File: src/rtl/gpio_input.sv
// gpio_input: input-side GPIO peripheral.
// It synchronises and debounces the slide switches and active-low push-buttons.
// Button presses are held as sticky event flags, which are cleared when read.
// The processor reads either the switch levels or the event flags through a
// registered read port that updates only when the read strobe is high.
module gpio_input #(
    parameter int DATA_W     = 21,
    parameter int DEB_CYCLES = 50000
) (
    input  logic              CLK,
    input  logic              RESET,
    input  logic [9:0]        SW,
    input  logic [3:0]        KEY,
    input  logic              ena,
    input  logic              sel,
    output logic [DATA_W-1:0] DIN,
    output logic              valid,
    output logic              irq
);

    // Switches occupy bits 9:0 and keys occupy bits 13:10 of the combined vectors.
    localparam int NBITS = 14;
    localparam int CNT_W = (DEB_CYCLES > 1) ? $clog2(DEB_CYCLES) : 1;
    localparam logic [CNT_W-1:0] CNT_LAST = CNT_W'(DEB_CYCLES - 1);
    localparam logic [CNT_W-1:0] CNT_ONE  = CNT_W'(1);
    // Keys idle high (released) and switches idle low.
    localparam logic [NBITS-1:0] IDLE_LEVEL = {4'hF, 10'h000};

    logic [NBITS-1:0] r_sync1;
    logic [NBITS-1:0] r_sync2;
    logic [NBITS-1:0] r_stable;
    logic [CNT_W-1:0] r_cnt [NBITS];
    logic [3:0]       r_pending;

    logic [NBITS-1:0] w_stableNext;
    logic [CNT_W-1:0] w_cntNext [NBITS];
    logic [3:0]       w_newPress;
    logic [3:0]       w_pendingNext;
    logic [DATA_W-1:0] w_readData;

    // Two-flop synchroniser for all raw inputs, which are asynchronous to CLK.
    always_ff @(posedge CLK or posedge RESET) begin
        if (RESET) begin
            r_sync1 <= IDLE_LEVEL;
            r_sync2 <= IDLE_LEVEL;
        end else begin
            r_sync1 <= {KEY, SW};
            r_sync2 <= r_sync1;
        end
    end

    // Per-bit debounce: a bit accepts a new level only after the level has differed for DEB_CYCLES compares in a row.
    always_comb begin
        w_stableNext = r_stable;
        for (int i = 0; i < NBITS; i++) begin
            w_cntNext[i] = '0;
            if (r_sync2[i] != r_stable[i]) begin
                if (r_cnt[i] == CNT_LAST) begin
                    w_stableNext[i] = r_sync2[i];
                end else begin
                    w_cntNext[i] = r_cnt[i] + CNT_ONE;
                end
            end
        end
    end

    // Debounce state: the stable levels and their run-length counters.
    always_ff @(posedge CLK or posedge RESET) begin
        if (RESET) begin
            r_stable <= IDLE_LEVEL;
            for (int i = 0; i < NBITS; i++) begin
                r_cnt[i] <= '0;
            end
        end else begin
            r_stable <= w_stableNext;
            for (int i = 0; i < NBITS; i++) begin
                r_cnt[i] <= w_cntNext[i];
            end
        end
    end

    // A press is a stable high-to-low key transition.
    // A flag-read clears the old flags, but a press on the same edge is never lost.
    always_comb begin
        w_newPress = r_stable[13:10] & ~w_stableNext[13:10];
        if (ena && sel) begin
            w_pendingNext = w_newPress;
        end else begin
            w_pendingNext = r_pending | w_newPress;
        end
    end

    // The read mux returns pre-edge values, zero-extended to the bus width.
    always_comb begin
        w_readData = '0;
        if (sel) begin
            w_readData[3:0] = r_pending;
        end else begin
            w_readData[9:0] = r_stable[9:0];
        end
    end

    // Event flags and the registered read port.
    always_ff @(posedge CLK or posedge RESET) begin
        if (RESET) begin
            r_pending <= '0;
            DIN       <= '0;
            valid     <= 1'b0;
        end else begin
            r_pending <= w_pendingNext;
            valid     <= ena;
            if (ena) begin
                DIN <= w_readData;
            end
        end
    end

    // The interrupt comes only from the registered flags, never from raw inputs.
    always_comb begin
        irq = |r_pending;
    end

endmodule

File: config.mk
export PLATFORM = sky130hd
export DESIGN_NAME = gpio_input
export DESIGN_NICKNAME = d
export VERILOG_FILES = /design/src/rtl/gpio_input.sv
export SDC_FILE = /design/constraint.sdc
export NUM_CORES = 1
export LEC_CHECK = 0
export CAP_MARGIN = 0
export CORE_MARGIN = 2
export CORE_UTILIZATION = 35
export CTS_CLUSTER_DIAMETER = 40
export DETAILED_ROUTE_END_ITERATION = 10
export SLEW_MARGIN = 20
export SYNTH_ARGS = -nofsm -noshare
export SYNTH_HDL_FRONTEND = slang
export SYNTH_SLANG_ARGS = --single-unit
File: constraint.sdc
create_clock -name CLK -period 8.2 [get_ports CLK]
set_input_delay 0.82 -clock CLK [delete_from_list [all_inputs] [get_ports CLK]]
set_output_delay 0.82 -clock CLK [all_outputs]
set_load 0.01 [all_outputs]
* Yosys cells after proc, flatten, opt, wreduce, memory -nomap -nowiden
Index checks and enable logic that the tools add are counted.
W data, S select, Z words.
** Word-level totals
- Register bits :: 281
- ROM bits :: 0
- Bits in writable memories :: 0
- Memories kept :: 0
- Bits in latches :: 0
- Input port bits :: 18
** Operators by class
- Bitwise logic cells :: 3
- $lt $le $gt $ge :: 0
- Shift-type cells :: 0
- Equal/unequal tests :: 28
- $mul :: 0
- Multiplexer cells :: 39
- Div/mod/pow operators :: 0
- $add $sub $neg :: 14
- Reductions and logical operators :: 12
** Operators by type and width (number)
- $mux W16 :: 28
- $add A16 B1 Y16 const B :: 14
- $eq A16 B16 Y1 const B :: 14
- $reduce_and A2 Y1 :: 10
- $ne A1 B1 Y1 :: 14
- $mux W1 :: 8
- $mux W4 :: 2
- $mux W6 :: 1
- $and A4 B4 Y4 :: 1
- $not A4 Y4 :: 1
- $or A4 B4 Y4 :: 1
- $reduce_or A4 Y1 :: 1
- $logic_and A1 B1 Y1 :: 1

* Longest topological paths before layout
- Depth after elaboration :: 7
- Gate-level depth with buffers :: 6
- Depth with buffers taken out :: 5

* Worst setup path after synthesis
Ideal clock, no wire load.
- Path type :: register to register
- Start point :: register r_cnt[208] in the netlist's numbering
- End point :: register r_cnt[215] in the netlist's numbering
- Arrival time :: 1.653 ns
- Setup slack :: 6.425 ns
- Required time :: 8.079 ns
- Stages on the path, launching flop included :: 7
- Path buffers :: 1
- Cells stage by stage :: dfrtp_1 > ha_1 > nand3_2 > or2_2 > o31ai_4 > buf_2 > nor2_1
** RTL lines
- from (decl) :: RTL line 32 : logic [CNT_W-1:0] r_cnt [NBITS];
- from (signal, indexed assignment) :: RTL line 77 : r_cnt[i] <= w_cntNext[i];

* Worst setup path after layout
- Start point :: register r_pending[2]
- End point :: output port irq
** On the way
- Word-level cells in the longest chain between the ends :: 1
** RTL lines
- from (decl) :: RTL line 33 : logic [3:0] r_pending;
- from (signal assigned) :: RTL line 110 : r_pending <= w_pendingNext;
- $reduce_or A4 Y1 :: RTL line 120 : irq = |r_pending;
- to (decl) :: RTL line 18 : output logic irq
Every way passes these cells.

==> metrics.txt <==
status finished clean; Non-Filler Instances 1,822; Critical path buffers and inverters 1; worst-skew pair later-pin latency 540 ps; Worst setup EP type output port; final hold viol count 0; GRT Resource Usage Total 0.128; # port buffers 29; antenna fix cells 0; crit-path max FO 3; critical path data arrival time 2040 ps; drt total wl 24,000 um; RSZ-0062 raised after global routing false; H-tree levels 2; number of global-route vias before repair 8,692; minimum clock period 2860 ps; Top FF cell, synth dfrtp_1; via/cell ratio 4.87; Final nets 1,353; Least-Margin Pin Slew 925 ps; total CTS buffers 42; gpl congestion 0.796; Wirelength per Cell 13.2 um; drt drc 0; Switching Power 0.000792 W; Seq/Total Area, Yosys 0.540; Async SR Flop Fraction 1.00; vias 8,865; # resized after CTS 0; Rel. slew slack 0.378; top cell type's share of synthesized area 0.516; leading area contributor after synthesis dfrtp_1; first-pass GRT wire length 41,700 um; post-synthesis cell type count 45; largest net degree at the start of global routing 199; Worst path top cell family by delay simple AND/OR/NAND/NOR gates; switching share of power 0.237; YS warnings 0; Die Y 197 um; fin crit share 0.349; num rows 70; Worst Hold Slack 346 ps; I/O pin cnt 41; max frequency 0.350 GHz; First-pass DRT Iterations 4; Seq pwr share 0.431; pre-CTS setup slack 4910 ps; core area 0.0366 mm^2; cell chain of the critical path or4_1 > clkdlybuf4s50_1; CTS sink count 281; post-synthesis register bit count 281; met2 Usage GRT 0.195; commonest non-fill, non-tap cell in the layout dfrtp_1; placed wire-length estimate 15,300 um; Clk pwr share 0.540; Synth Area per Inst 10.3 um^2; Initial Utilization 0.356; die area 0.0388 mm^2; Clock Path Buffers 3; fin worst setup slack 5340 ps; PD cells 219 mW/mm^2; r2r setup slk 6010 ps; met3 Track Usage GR 0.0269; Syn Inst Count 1,262; Fillers 3,541; crit-path max cell delay 600 ps; Crit-path slowest cell or4_1; met1 usage 0.180; Setup TNS Final 0 ps; clk root buf clkbuf_16; Worst Hold Class register to register; Setup Skew 22.5 ps; most used routing layer met2; ranking of synthesized cells by area dfrtp_1 (52%), xnor2_1 (11%), nor2_1 (7.3%); postcts setup bufs 0; Routed Antenna Nets 0; Gate power share 0.030; final slew viol count 0; Crit path required time 7380 ps; Post-synth EDFFs 0; Leak 6.08 nW; layout cells sized above 1 0.0960; dpl cells 1,744; clk slew on worst S/H paths 60 ps; startpoint types register; Mapped Area 0.0130 mm^2; Starting DRT DRC Count 452; most frequent cells in the layout dfrtp_1 (269), nor2_1 (254), xnor2_1 (161); DIE WIDTH 197 um; P&R area growth vs syn 17.0%; VDD IR max 139 uV; global route overflow 0; Max Cap Violations 0; area occupied by multi-input gates 0.00564 mm^2; Post-CTS Hold Fix Bufs 0; Pint 0.00255 W; antenna violations before repair 0; CTS tree built; Reg area 0.00705 mm^2; Setup Viol. Count Final 0; critical path class register to output port
flip-flops by register name, indices dropped and copies added, names as in the netlist:
| signal | flops |
|---|---|
| valid | 1 |
| r_cnt | 224 |
| r_sync2 | 14 |
| DIN | 10 |
| r_stable | 14 |
| r_sync1 | 14 |
| r_pending | 4 |
power by group through the flow:
| stage | clock network, W | registers (W) | logic (W) |
|---|---|---|---|
| 3_5_place_dp | 0 | 0.00146 | 0.000101 |
| 6_report | 0.00180 | 0.00144 | 0.0000996 |
| 4_1_cts | 0.00186 | 0.00144 | 0.000102 |
| 3_3_place_gp | 0 | 0.00146 | 0.000100 |
| 5_1_grt | 0.00192 | 0.00144 | 0.000117 |
| 2_1_floorplan | 0 | 0.00146 | 0.0000750 |
cell usage after synthesis (all sizes together) (9+ instances only):
cell,count
mux2,14
nand4,59
xnor2,161
a21oi,10
nor3,53
nor4,54
nand3,75
dfstp,12
ha,14
nand4bb,11
or4,10
or3,9
buf,20
xor2,43
nand2,66
nor2,254
and3,12
inv,50
dfrtp,269
cells by family (layout without fill, tap and decap cells):
group | after synthesis | after routing | share of synthesized area
AOI/OAI and AO/OA | 30 | 30 | 0.0185
and+or+nand+nor | 636 | 636 | 0.245
other | 1 | 11 | 0.000288
muxes | 18 | 18 | 0.0160
xor gates and xnor gates | 204 | 204 | 0.137
adders and majority gates | 14 | 14 | 0.0134
buffers and inverters | 78 | 160 | 0.0296
DFF | 281 | 281 | 0.540
layer usage:
| metal | wire [um] | vias up | part of all wire |
|---|---|---|---|
| li1 | - | 4413 | - |
| met1 | 12000 | 4295 | 0.50 |
| met2 | 10500 | 110 | 0.44 |
| met3 | 898 | 47 | 0.037 |
| met4 | 639 | 0 | 0.027 |
| met5 | 0 | - | 0 |
path summary, 6_finish.rpt:
kind | start | to | depth (start not counted)
worst min-delay path | r_sync1[2]$_DFF_PP0_ | r_sync2[2]$_DFF_PP0_ | 0
worst min register to register | r_sync1[2]$_DFF_PP0_ | r_sync2[2]$_DFF_PP0_ | 0
worst max-delay path | r_pending[2]$_DFF_PP0_ | irq | 2
min in group asynchronous | RESET | r_sync2[6]$_DFF_PP0_ | 3
max in group asynchronous | RESET | r_cnt[43]$_DFF_PP0_ | 5
worst max register to register | r_cnt[176]$_DFF_PP0_ | r_cnt[180]$_DFF_PP0_ | 5
stage by stage:
step / area, um^2 / power (W) / util
after floorplan: 13100 / 0.00153 / -
after global placement: 13800 / 0.00156 / 0.377
after detailed placement: 13800 / 0.00156 / 0.377
after CTS: 15200 / 0.00340 / 0.416
after global routing: 15300 / 0.00348 / 0.417
final: 15300 / 0.00334 / 0.417
worst register-to-register path: cells and delay by family, from the launching register on:
family,cells,cell delay (ps)
compound gates,1,870
fa+ha+maj,1,200
simple gates,2,330
flops,1,380
buf+inv,1,300
area by class of cell:
| cell class | count | area share |
|---|---|---|
| clock inverters | 31 | 0.0216 |
| inverters | 50 | 0.0125 |
| repair buffers | 33 | 0.0234 |
| well taps | 468 | 0.0384 |
| clock buffers | 46 | 0.0726 |
| flip-flops and latches | 281 | 0.462 |
| multi-input cells | 913 | 0.370 |
Power figures use the tool's default switching activity.
